## config.mk

```make
export PLATFORM = sky130hd
export DESIGN_NAME = dram_reset_sequencer
export DESIGN_NICKNAME = d
export VERILOG_FILES = /design/src/rtl/dram_rst_pkg.sv /design/src/rtl/dram_reset_sequencer_bit_sync.sv /design/src/rtl/dram_reset_sequencer.sv
export SDC_FILE = /design/constraint.sdc
export NUM_CORES = 1
export LEC_CHECK = 0
export CORE_MARGIN = 2
export CORE_UTILIZATION = 40
export DETAILED_ROUTE_END_ITERATION = 16
export HOLD_SLACK_MARGIN = 0.06
export SLEW_MARGIN = 15
export SYNTH_ARGS = -nofsm -noshare
export SYNTH_HDL_FRONTEND = slang
export SYNTH_SLANG_ARGS = --single-unit
```

## constraint.sdc

```tcl
create_clock -name clk_166_67_mhz -period 1.94 [get_ports clk_166_67_mhz]
set_input_delay 0.582 -clock clk_166_67_mhz [delete_from_list [all_inputs] [get_ports clk_166_67_mhz]]
set_output_delay 0.582 -clock clk_166_67_mhz [all_outputs]
set_load 0.005 [all_outputs]
```

## src/rtl/dram_rst_pkg.sv

```systemverilog
// rtl/dram_rst_pkg.sv - shared state encoding and widths for the DRAM reset sequencer
package dram_rst_pkg;

  // Values are visible on o_state, so the encoding is fixed
  typedef enum logic [2:0] {
    S_RESET = 3'd0,
    S_HOLD  = 3'd1,
    S_CALIB = 3'd2,
    S_RUN   = 3'd3,
    S_FAIL  = 3'd4
  } state_e;

  localparam int LOST_W = 4;

endpackage

```

## src/rtl/dram_reset_sequencer_bit_sync.sv

```systemverilog
// rtl/dram_reset_sequencer_bit_sync.sv - multi-flop single-bit synchronizer with async preset/clear
module bit_sync #(
  parameter int STAGES = 2
) (
  input  logic clk,
  input  logic rstx_async,
  input  logic i_rst_val,
  input  logic i_d,
  output logic o_q
);

  logic [STAGES-1:0] r_chain;

  // Shift the input through the chain; async reset loads every flop with the reset value
  always_ff @(posedge clk or negedge rstx_async) begin
    if (!rstx_async) begin
      r_chain <= {STAGES{i_rst_val}};
    end else begin
      r_chain <= {r_chain[STAGES-2:0], i_d};
    end
  end

  assign o_q = r_chain[STAGES-1];

endmodule

```

## src/rtl/dram_reset_sequencer.sv

```systemverilog
// rtl/dram_reset_sequencer.sv - DRAM sys_rst sequencer with calibration timeout and retry
module dram_reset_sequencer
  import dram_rst_pkg::*;
#(
  parameter int SYNC_STAGES          = 2,
  parameter int RST_HOLD_CYCLES      = 16,
  parameter int CALIB_TIMEOUT_CYCLES = 33333334,
  parameter int MAX_RETRIES          = 3,
  parameter int CNT_W                = $clog2(CALIB_TIMEOUT_CYCLES + 1),
  parameter int RETRY_W              = $clog2(MAX_RETRIES + 1)
) (
  input  logic               clk_166_67_mhz,
  input  logic               dram_rstx_async,
  input  logic               i_calib_complete,
  output logic               o_dram_rst,
  output logic               o_calib_done,
  output logic               o_calib_fail,
  output logic [RETRY_W-1:0] o_retry_count,
  output logic [LOST_W-1:0]  o_lost_count,
  output logic [2:0]         o_state
);

  localparam logic [CNT_W-1:0]   HOLD_LAST = CNT_W'(RST_HOLD_CYCLES - 1);
  localparam logic [CNT_W-1:0]   TO_LAST   = CNT_W'(CALIB_TIMEOUT_CYCLES - 1);
  localparam logic [RETRY_W-1:0] RETRY_MAX = RETRY_W'(MAX_RETRIES);

  logic               w_rst_rel;
  logic               w_calib_s;

  state_e             r_state;
  state_e             w_state_nxt;
  logic [CNT_W-1:0]   r_cnt;
  logic [CNT_W-1:0]   w_cnt_nxt;
  logic [RETRY_W-1:0] r_retry;
  logic [RETRY_W-1:0] w_retry_nxt;
  logic [LOST_W-1:0]  r_lost;
  logic [LOST_W-1:0]  w_lost_nxt;
  logic               r_dram_rst;
  logic               r_calib_done;
  logic               r_calib_fail;

  // Reset release: asserts with the board reset, deasserts after SYNC_STAGES edges
  bit_sync #(.STAGES(SYNC_STAGES)) u_rst_sync (
    .clk        (clk_166_67_mhz),
    .rstx_async (dram_rstx_async),
    .i_rst_val  (1'b0),
    .i_d        (1'b1),
    .o_q        (w_rst_rel)
  );

  // init_calib_complete comes from the UI clock domain
  bit_sync #(.STAGES(SYNC_STAGES)) u_calib_sync (
    .clk        (clk_166_67_mhz),
    .rstx_async (dram_rstx_async),
    .i_rst_val  (1'b0),
    .i_d        (i_calib_complete),
    .o_q        (w_calib_s)
  );

  // Next-state, cycle counter and status counters; counter clears on every transition
  always_comb begin
    w_state_nxt = r_state;
    w_cnt_nxt   = r_cnt + CNT_W'(1);
    w_retry_nxt = r_retry;
    w_lost_nxt  = r_lost;
    case (r_state)
      S_RESET: begin
        w_cnt_nxt = '0;
        if (w_rst_rel) begin
          w_state_nxt = S_HOLD;
        end
      end
      S_HOLD: begin
        if (r_cnt == HOLD_LAST) begin
          w_state_nxt = S_CALIB;
          w_cnt_nxt   = '0;
        end
      end
      S_CALIB: begin
        if (w_calib_s) begin
          // Calibration wins even on the timeout cycle
          w_state_nxt = S_RUN;
          w_cnt_nxt   = '0;
        end else if (r_cnt == TO_LAST) begin
          w_cnt_nxt = '0;
          if (r_retry < RETRY_MAX) begin
            w_retry_nxt = r_retry + RETRY_W'(1);
            w_state_nxt = S_HOLD;
          end else begin
            w_state_nxt = S_FAIL;
          end
        end
      end
      S_RUN: begin
        w_cnt_nxt = '0;
        if (!w_calib_s) begin
          w_state_nxt = S_HOLD;
          if (r_lost != '1) begin
            w_lost_nxt = r_lost + LOST_W'(1);
          end
        end
      end
      S_FAIL: begin
        w_cnt_nxt = '0;
      end
      default: begin
        w_state_nxt = S_RESET;
        w_cnt_nxt   = '0;
      end
    endcase
  end

  // State and counters; board reset aborts immediately from any state
  always_ff @(posedge clk_166_67_mhz or negedge dram_rstx_async) begin
    if (!dram_rstx_async) begin
      r_state <= S_RESET;
      r_cnt   <= '0;
      r_retry <= '0;
      r_lost  <= '0;
    end else begin
      r_state <= w_state_nxt;
      r_cnt   <= w_cnt_nxt;
      r_retry <= w_retry_nxt;
      r_lost  <= w_lost_nxt;
    end
  end

  // Outputs decoded from next-state so they move on the same edge as the state
  always_ff @(posedge clk_166_67_mhz or negedge dram_rstx_async) begin
    if (!dram_rstx_async) begin
      r_dram_rst   <= 1'b1;
      r_calib_done <= 1'b0;
      r_calib_fail <= 1'b0;
    end else begin
      r_dram_rst   <= !((w_state_nxt == S_CALIB) || (w_state_nxt == S_RUN));
      r_calib_done <= (w_state_nxt == S_RUN);
      r_calib_fail <= (w_state_nxt == S_FAIL);
    end
  end

  assign o_dram_rst    = r_dram_rst;
  assign o_calib_done  = r_calib_done;
  assign o_calib_fail  = r_calib_fail;
  assign o_retry_count = r_retry;
  assign o_lost_count  = r_lost;
  assign o_state       = r_state;

endmodule

```

[After elaboration in Yosys (flattened, before gate mapping)]
Cells that the tools add are included.
Word-level totals
  flip-flop bits (word level): 41
  input port bits: 3
Cells by class
  $add $sub $neg: 3
  $lt $le $gt $ge: 1
  equal/unequal tests: 10
  muxes and demuxes: 11
  bitwise gates (word level): 1
  reduce and logical (&&, ||, !) cells: 5
Operator list (count)
  $mux 25: 3
  $pmux 25 s2: 1
  $add 25x1->25 const B: 1
  $eq 25x25->1 const B: 1
  $eq 25x4->1 const B: 1
  $mux 3: 6
  $pmux 3 s5: 1
  $eq 3x2->1 const B: 4
  $eq 3x3->1 const B: 2
  $add 4x1->4 const B: 1
  $ne 4x4->1 const B: 1
  $reduce_and 4->1: 1
  $eq 3x1->1 const B: 1
  $logic_not 3->1: 1
  $reduce_and 3->1: 1
  $add 2x1->2 const B: 1
  $lt 2x2->1 const B: 1
  $logic_not 1->1: 1
  $logic_or 1x1->1: 1
  $not 1->1: 1

[Depth between registers and ports, before layout]
Gate-level depths: netlist of run 1.
  depth in word-level cells: 8
  mapped depth: 7
  gate-level depth less buffers: 6

[Least setup slack after synthesis of run 1]
No wires, ideal clock.
  path type: register -> register
  from: register r_cnt[1]
  to: register r_retry[1] (netlist: o_retry_count[1])
  library setup time: 125 ps
  arrival: 1912 ps
  required time: 1815 ps
  slack: -97 ps
  cell stages (with the launch flop): 7
  path through: dfrtp_1 inv_1 ha_1 nand4b_1 or4_1 nor4b_2 mux2_2
On the way
  longest elaborated chain between the ends: 2
Ends and longest elaborated chain
  from (decl): RTL line dram_reset_sequencer.sv:32  | logic [CNT_W-1:0] r_cnt;
  from (signal assigned): RTL line dram_reset_sequencer.sv:122  | r_cnt <= w_cnt_nxt;
  $eq 25x25->1: RTL line dram_reset_sequencer.sv:84  | end else if (r_cnt == TO_LAST) begin
  $reduce_and 4->1 (no source line)
  to (signal assigned): RTL line dram_reset_sequencer.sv:123  | r_retry <= w_retry_nxt;
  to (decl): RTL line dram_reset_sequencer.sv:34  | logic [RETRY_W-1:0] r_retry;
No other way between the ends.
A chain may end at the register's enable or synchronous reset.

[Worst setup path in the final report of run 1]
Ends and elaborated chain as after synthesis.

==> results of run 1 <==
state kept, by name (all words and copies together), names as in the netlist:
name,cells
o_calib_done,1
o_calib_fail,1
o_dram_rst,1
o_lost_count,4
o_retry_count,2
o_state,3
r_cnt,25
u_calib_sync.r_chain,2
u_rst_sync.r_chain,2
per-layer routing:
| layer | global-route usage, % | vias up | part of all wire [%] |
|---|---|---|---|
| li1 | - | 845 | - |
| met1 | 24.8 | 843 | 47 |
| met2 | 29.1 | 37 | 48 |
| met3 | 3.84 | 7 | 3.1 |
| met4 | 8.38 | 0 | 2.0 |
| met5 | 0 | - | 0 |
cells by family (layout without fill, tap and decap cells):
logic type	after synthesis	count (layout)	synth area share [%]
and+or+nand+nor	77	77	22.7
AOI/OAI and AO/OA	45	45	14.5
other	1	1	0.183
muxes	2	2	1.10
adders and majority gates	4	4	2.44
buffers and inverters	13	67	2.62
xor gates and xnor gates	15	15	6.40
DFF	41	41	50.0
cell type report:
type | count | area (um2) | area share (%)
clock buffer | 8 | 90.1 | 3.32
tap | 70 | 87.6 | 3.23
inverter | 5 | 18.8 | 0.692
multi-input combinational | 144 | 1020 | 37.5
sequential | 41 | 1030 | 37.9
timing repair buffer | 54 | 472 | 17.4
placed cells by master, fill, tap and decap left out, types with 2 or more instances in the layout:
cell	instances
dfrtp_1	39
nor2b_1	2
buf_4	36
ha_1	4
o21a_1	2
nor3_1	5
nand3_1	14
or3_1	7
o31ai_1	5
a22oi_1	9
nor4_1	6
xor2_1	9
clkbuf_8	6
clkbuf_1	2
nor2_1	3
or4_1	4
inv_1	5
nand4b_1	2
a21oi_1	13
nand4_1	8
nand2_1	10
clkdlybuf4s50_1	13
xnor2_1	6
buf_12	2
o21ai_0	8
and3_1	4
a22oi_2	3
or4_4	4
worst reg2reg max path: stages, from the launching register on:
cell,delay (ps)
dfrtp_1,380
inv_1,60
ha_1,140
nand4b_1,150
or4_4,590
nor4b_4,340
mux2_4,330
cells in the mapped netlist (2+ instances only):
cell	count
a21oi_1	13
a22oi_1	10
a22oi_2	2
and3_1	4
buf_2	3
clkbuf_1	4
dfrtp_1	40
ha_1	4
inv_1	5
mux2_2	2
nand2_1	10
nand3_1	14
nand4_1	8
nand4b_1	2
nor2_1	3
nor2b_1	2
nor3_1	5
nor4_1	6
o21a_1	2
o21ai_0	8
o31ai_1	5
or3_1	7
or4_1	8
xnor2_1	6
xor2_1	9
power groups by stage:
stage | Combinational (mW) | Clock (mW) | Sequential, mW
after floorplan | 0.260 | 0 | 1.03
after global placement | 0.524 | 0 | 1.04
after detailed placement | 0.532 | 0 | 1.04
after CTS | 0.601 | 0.591 | 1.01
after global routing | 0.663 | 0.647 | 1.03
final | 0.600 | 0.576 | 1.02
final timing paths:
path / depth (start not counted) / slack [ps] / from / to
worst max-delay path: 6 / -160 / r_cnt[1]$_DFF_PN0_ / o_retry_count[1]$_DFFE_PN0P_
worst min-delay path: 1 / 240 / dram_rstx_async / r_cnt[17]$_DFF_PN0_
worst max register to register: 6 / -160 / r_cnt[1]$_DFF_PN0_ / o_retry_count[1]$_DFFE_PN0P_
worst min register to register: 0 / 350 / u_rst_sync.r_chain[0]$_DFF_PN0_ / u_rst_sync.r_chain[1]$_DFF_PN0_
max in group asynchronous: 2 / 1160 / dram_rstx_async / o_dram_rst$_DFF_PN1_
min in group clk_166_67_mhz: 0 / 350 / u_rst_sync.r_chain[0]$_DFF_PN0_ / u_rst_sync.r_chain[1]$_DFF_PN0_
through the flow:
step	power (mW)	std cells	worst slack, ps
floorplan	1.29	198	-87.7
global placement	1.56	309	-131
detailed placement	1.58	309	-177
CTS	2.20	321	-149
global route	2.34	322	-238
finish	2.19	322	-158
what timing repair did:
item / 4_1_cts / 5_1_grt
endpoints found under the setup margin: 29 / 30
pin swaps: 3 / 1
gates cloned: 1 / 0
gates resized for setup: 6 / 5
setup buffers: 3 / 1
==> impl_results.md, run 1 <==
* Run status: finished, violations left
* Failing checks: negative setup slack
* CTS Sinks at 41
* Synthesis-to-finish area growth at 32.1%
* Share of the yosys chip area belonging to registers at 50.0%
* EDFF count, synth at 0
* DRT iter0 DRCs at 113
* Worst Setup Start Kind: register
* # diodes at 0
* RSZ-0062 raised after global routing: true
* Remaining Overflow, GRT at 0
* Routed len/inst at 14.7 um
* Sw Pwr at 0.643 mW
* Seq cells post-synth at 41
* Max-Cap Viols at 0
* Critical Path AT at 2280 ps
* Filler cell count at 449
* CTS max path bufs at 2
* Number of I/O port buffers at 14
* VDD IR max at 0.000368 V
* Hold Vio Cnt, Final at 0
* Syn Area/Cell at 10.4 um2
* CP Capture Type: register
* CP max FO at 2
* Initial antenna violation count at 0
* Chip Width at 75.6 um
* CTS root buf: clkbuf_8
* Worst Skew at 9.01 ps
* Switching share of power at 29.3%
* Critical path type: reg2reg
* Req. time, crit path at 2120 ps
* Clock buffer count from CTS at 5
* Min-Delay Path Class: in2async
* Via count at 1,732
* Yosys warns at 0
* Setup slack after layout at -158 ps
* Comb power frac at 27.4%
* H-tree depth at 2
* First-pass GRT wire length at 7.87 mm
* Tcrit/Tclk final at 108%
* DRC errors left at 0
* CTS tree: done
* Leakage power at 1.22 nW
* IO Count at 15
* Nets at 258
* Flop pwr share at 46.4%
* Critical Path Max Stage Delay at 590 ps
* Final TNS setup at -3140 ps
* Top Family by Delay on Critical Path: simple AND/OR/NAND/NOR gates
* Post-DP HPWL at 3.29 mm
* Vias per inst at 5.38
* # rows at 26
* WL final at 4.74 mm
* Ratio of cells with drive above 1 in the final layout at 25.4%
* Final Setup Violations at 29
* Main area contributors after synthesis: dfrtp_1, xor2_1, a22oi_1
* Die Area at 5720 um2
* Global placement routability congestion at 0.769
* Core area at 5040 um2
* Initial Util at 40.7%
* Most used DFF post-synth: dfrtp_1
* Fmax achieved at 477 MHz
* Vias in the first global route at 1,650
* Asr flop ratio synth at 100%
* Slowest stage cell, crit path: or4_4
* Hold Buf Count CTS at 0
* Final ANT Viol Nets at 0
* Reg clk slew, reported paths at 80 ps
* Post-synth cell types at 41
* Design area at 2710 um2
* Syn Inst Count at 198
* Crit path buf inv count at 1
* Internal power at 1.55 mW
* Synth top area share at 48.8%
* Gr usage total at 18.6%
* Die Y at 75.6 um
* Crit path time final at 2100 ps
* Final Core Density at 53.8%
* Clock power share at 26.3%
* Leading area contributor after synthesis: dfrtp_1
* Final Max Tran Viols at 0
* Placed cell areas at 2540 um2
* Largest net degree at the start of global routing at 26
* CP cell instances: inv_1 -> ha_1 -> nand4b_1 -> or4_4 -> nor4b_4 -> mux2_4
* PD cells at 808 nW/um2
* Post-synthesis cell area at 2050 um2
* Hold slack at 235 ps
* Drt pass-1 iters at 4
* Syn_nets at 205
* Worst skew pair latency at 300 ps
(Power assumes the default switching activity.)
==> run 2: changes to the inputs <==
- CORE_MARGIN: 2 -> unset
- PLACE_DENSITY_LB_ADDON: unset -> 0.05
==> impl_results.md, run 2 (synthesis results as in run 1) <==
* Hold Vio Cnt, Final at 0
* Final Max Tran Viols at 0
* Setup slack after layout at -37.4 ps
* CP Capture Type: register
* VDD IR max at 0.000698 V
* PD cells at 831 nW/um2
* Worst-Margin Slew at 503 ps
* Final Core Density at 57.9%
* H-tree depth at 2
* Global placement routability congestion at 0.804
* Die Y at 73.6 um
* Initial antenna violation count at 0
* CTS Sinks at 41
* Worst Setup Start Kind: register
* Synthesis-to-finish area growth at 35.8%
* Die Area at 5420 um2
* CTS root buf: clkbuf_8
* Critical path type: reg2reg
* Max-Cap Viols at 0
* Clock buffer count from CTS at 5
* Final Setup Violations at 25
* Most frequent cells in the layout: dfrtp_1, buf_4, nand3_1, a21oi_1, clkdlybuf4s50_1
* # rows at 25
* Worst skew pair latency at 300 ps
* Reg clk slew, reported paths at 80 ps
* Initial Util at 42.6%
* WL final at 4.84 mm
* Routed len/inst at 15.0 um
* Remaining Overflow, GRT at 0
* Chip Width at 73.6 um
* Ratio of cells with drive above 1 in the final layout at 26.7%
* Drt pass-1 iters at 4
* Critical Path AT at 2190 ps
* CTS tree: done
* Nets at 261
* Hold Buf Count CTS at 0
* Pre-CTS worst setup slack at -146 ps
* Post-DP HPWL at 3.39 mm
* Failing checks: negative setup slack
* Req. time, crit path at 2150 ps
* Vias in the first global route at 1,687
* Placed cell areas at 2540 um2
* Gr usage total at 19.8%
* Crit path time final at 1980 ps
* Commonest non-fill, non-tap cell in the layout: dfrtp_1
* IO Count at 15
* Min-Delay Path Class: in2async
* Final ANT Viol Nets at 0
* CTS max path bufs at 2
* Largest reg by FF count: r_cnt
* Core area at 4820 um2
* Design area at 2790 um2
* Run status: finished, violations left
* Fmax achieved at 506 MHz
* Max_slew headroom at 66.5%
* CP max FO at 9
* Largest register FFs at 25
* First-pass GRT wire length at 8.02 mm
* DRT iter0 DRCs at 113
* Placed cells at 306
* Tot Pwr at 2.32 mW
* Via count at 1,785
* Number of I/O port buffers at 14
* Vias per inst at 5.54
* Cell Count, Final, Fillers Out at 322
* Largest net degree at the start of global routing at 22
* Worst Skew at 10.9 ps
* # diodes at 0
* Leakage power at 1.25 nW
* Tcrit/Tclk final at 102%
* DRC errors left at 0
* RSZ-0062 raised after global routing: true
run 2: final cells by class:
type	count	area [um2]
multi-input cells	144	1020
fillers	450	2030
clock inverters	1	30.0
well taps	67	83.8
repair buffers	57	522
inverters	5	18.8
clock buffers	7	86.3
flip-flops and latches	41	1030
run 2: report_power, final:
group / leakage [nW] / internal (mW) / switching, mW
logic: 0.646 / 0.298 / 0.270
registers: 0.547 / 0.940 / 0.0944
clock network: 0.0585 / 0.420 / 0.295
total: 1.25 / 1.66 / 0.659
run 2: repair_timing:
| action | 4_1_cts | 5_1_grt |
|---|---|---|
| pin swaps | 4 | 1 |
| endpoints found under the setup margin | 29 | 31 |
| gates resized for setup | 10 | 7 |
| cloned | 2 | 1 |
| setup buffers | 4 | 2 |
run 2: stage by stage:
| stage | TNS (ps) | hold WS [ps] |
|---|---|---|
| final | -606 | 242 |
| after global routing | -3600 | 268 |
| after CTS | -1070 | 258 |
| after detailed placement | -2490 | 340 |
| after global placement | -577 | 336 |
| after floorplan | -677 | 286 |
run 2: worst paths after layout:
kind                                                    from                         endpoint  slack, ps  cells past startpoint
max reg2reg                               r_cnt[1]$_DFF_PN0_              r_cnt[24]$_DFF_PN0_        -40                      6
min in group clk_166_67_mhz  u_rst_sync.r_chain[0]$_DFF_PN0_  u_rst_sync.r_chain[1]$_DFF_PN0_        350                      0
min                                          dram_rstx_async              r_cnt[19]$_DFF_PN0_        240                      1
min reg2reg                  u_rst_sync.r_chain[0]$_DFF_PN0_  u_rst_sync.r_chain[1]$_DFF_PN0_        350                      0
max in group asynchronous                    dram_rstx_async               r_cnt[3]$_DFF_PN0_       1200                      2
max                                       r_cnt[1]$_DFF_PN0_              r_cnt[24]$_DFF_PN0_        -40                      6
run 2: worst max-delay path: stages, from the launching register on:
cell,delay [ps]
dfrtp_1,410
buf_4,130
ha_1,160
nand3_1,120
or4_4,490
or4_1,430
a22oi_1,170
run 2: layer usage:
layer  vias up  routed length, um  global-route usage, %
li1        862                  -                      -
met1       883               2380                   27.1
met2        30               2230                   30.5
met3        10                143                   4.94
met4         0                 91                   6.84
met5         -                  0                      0
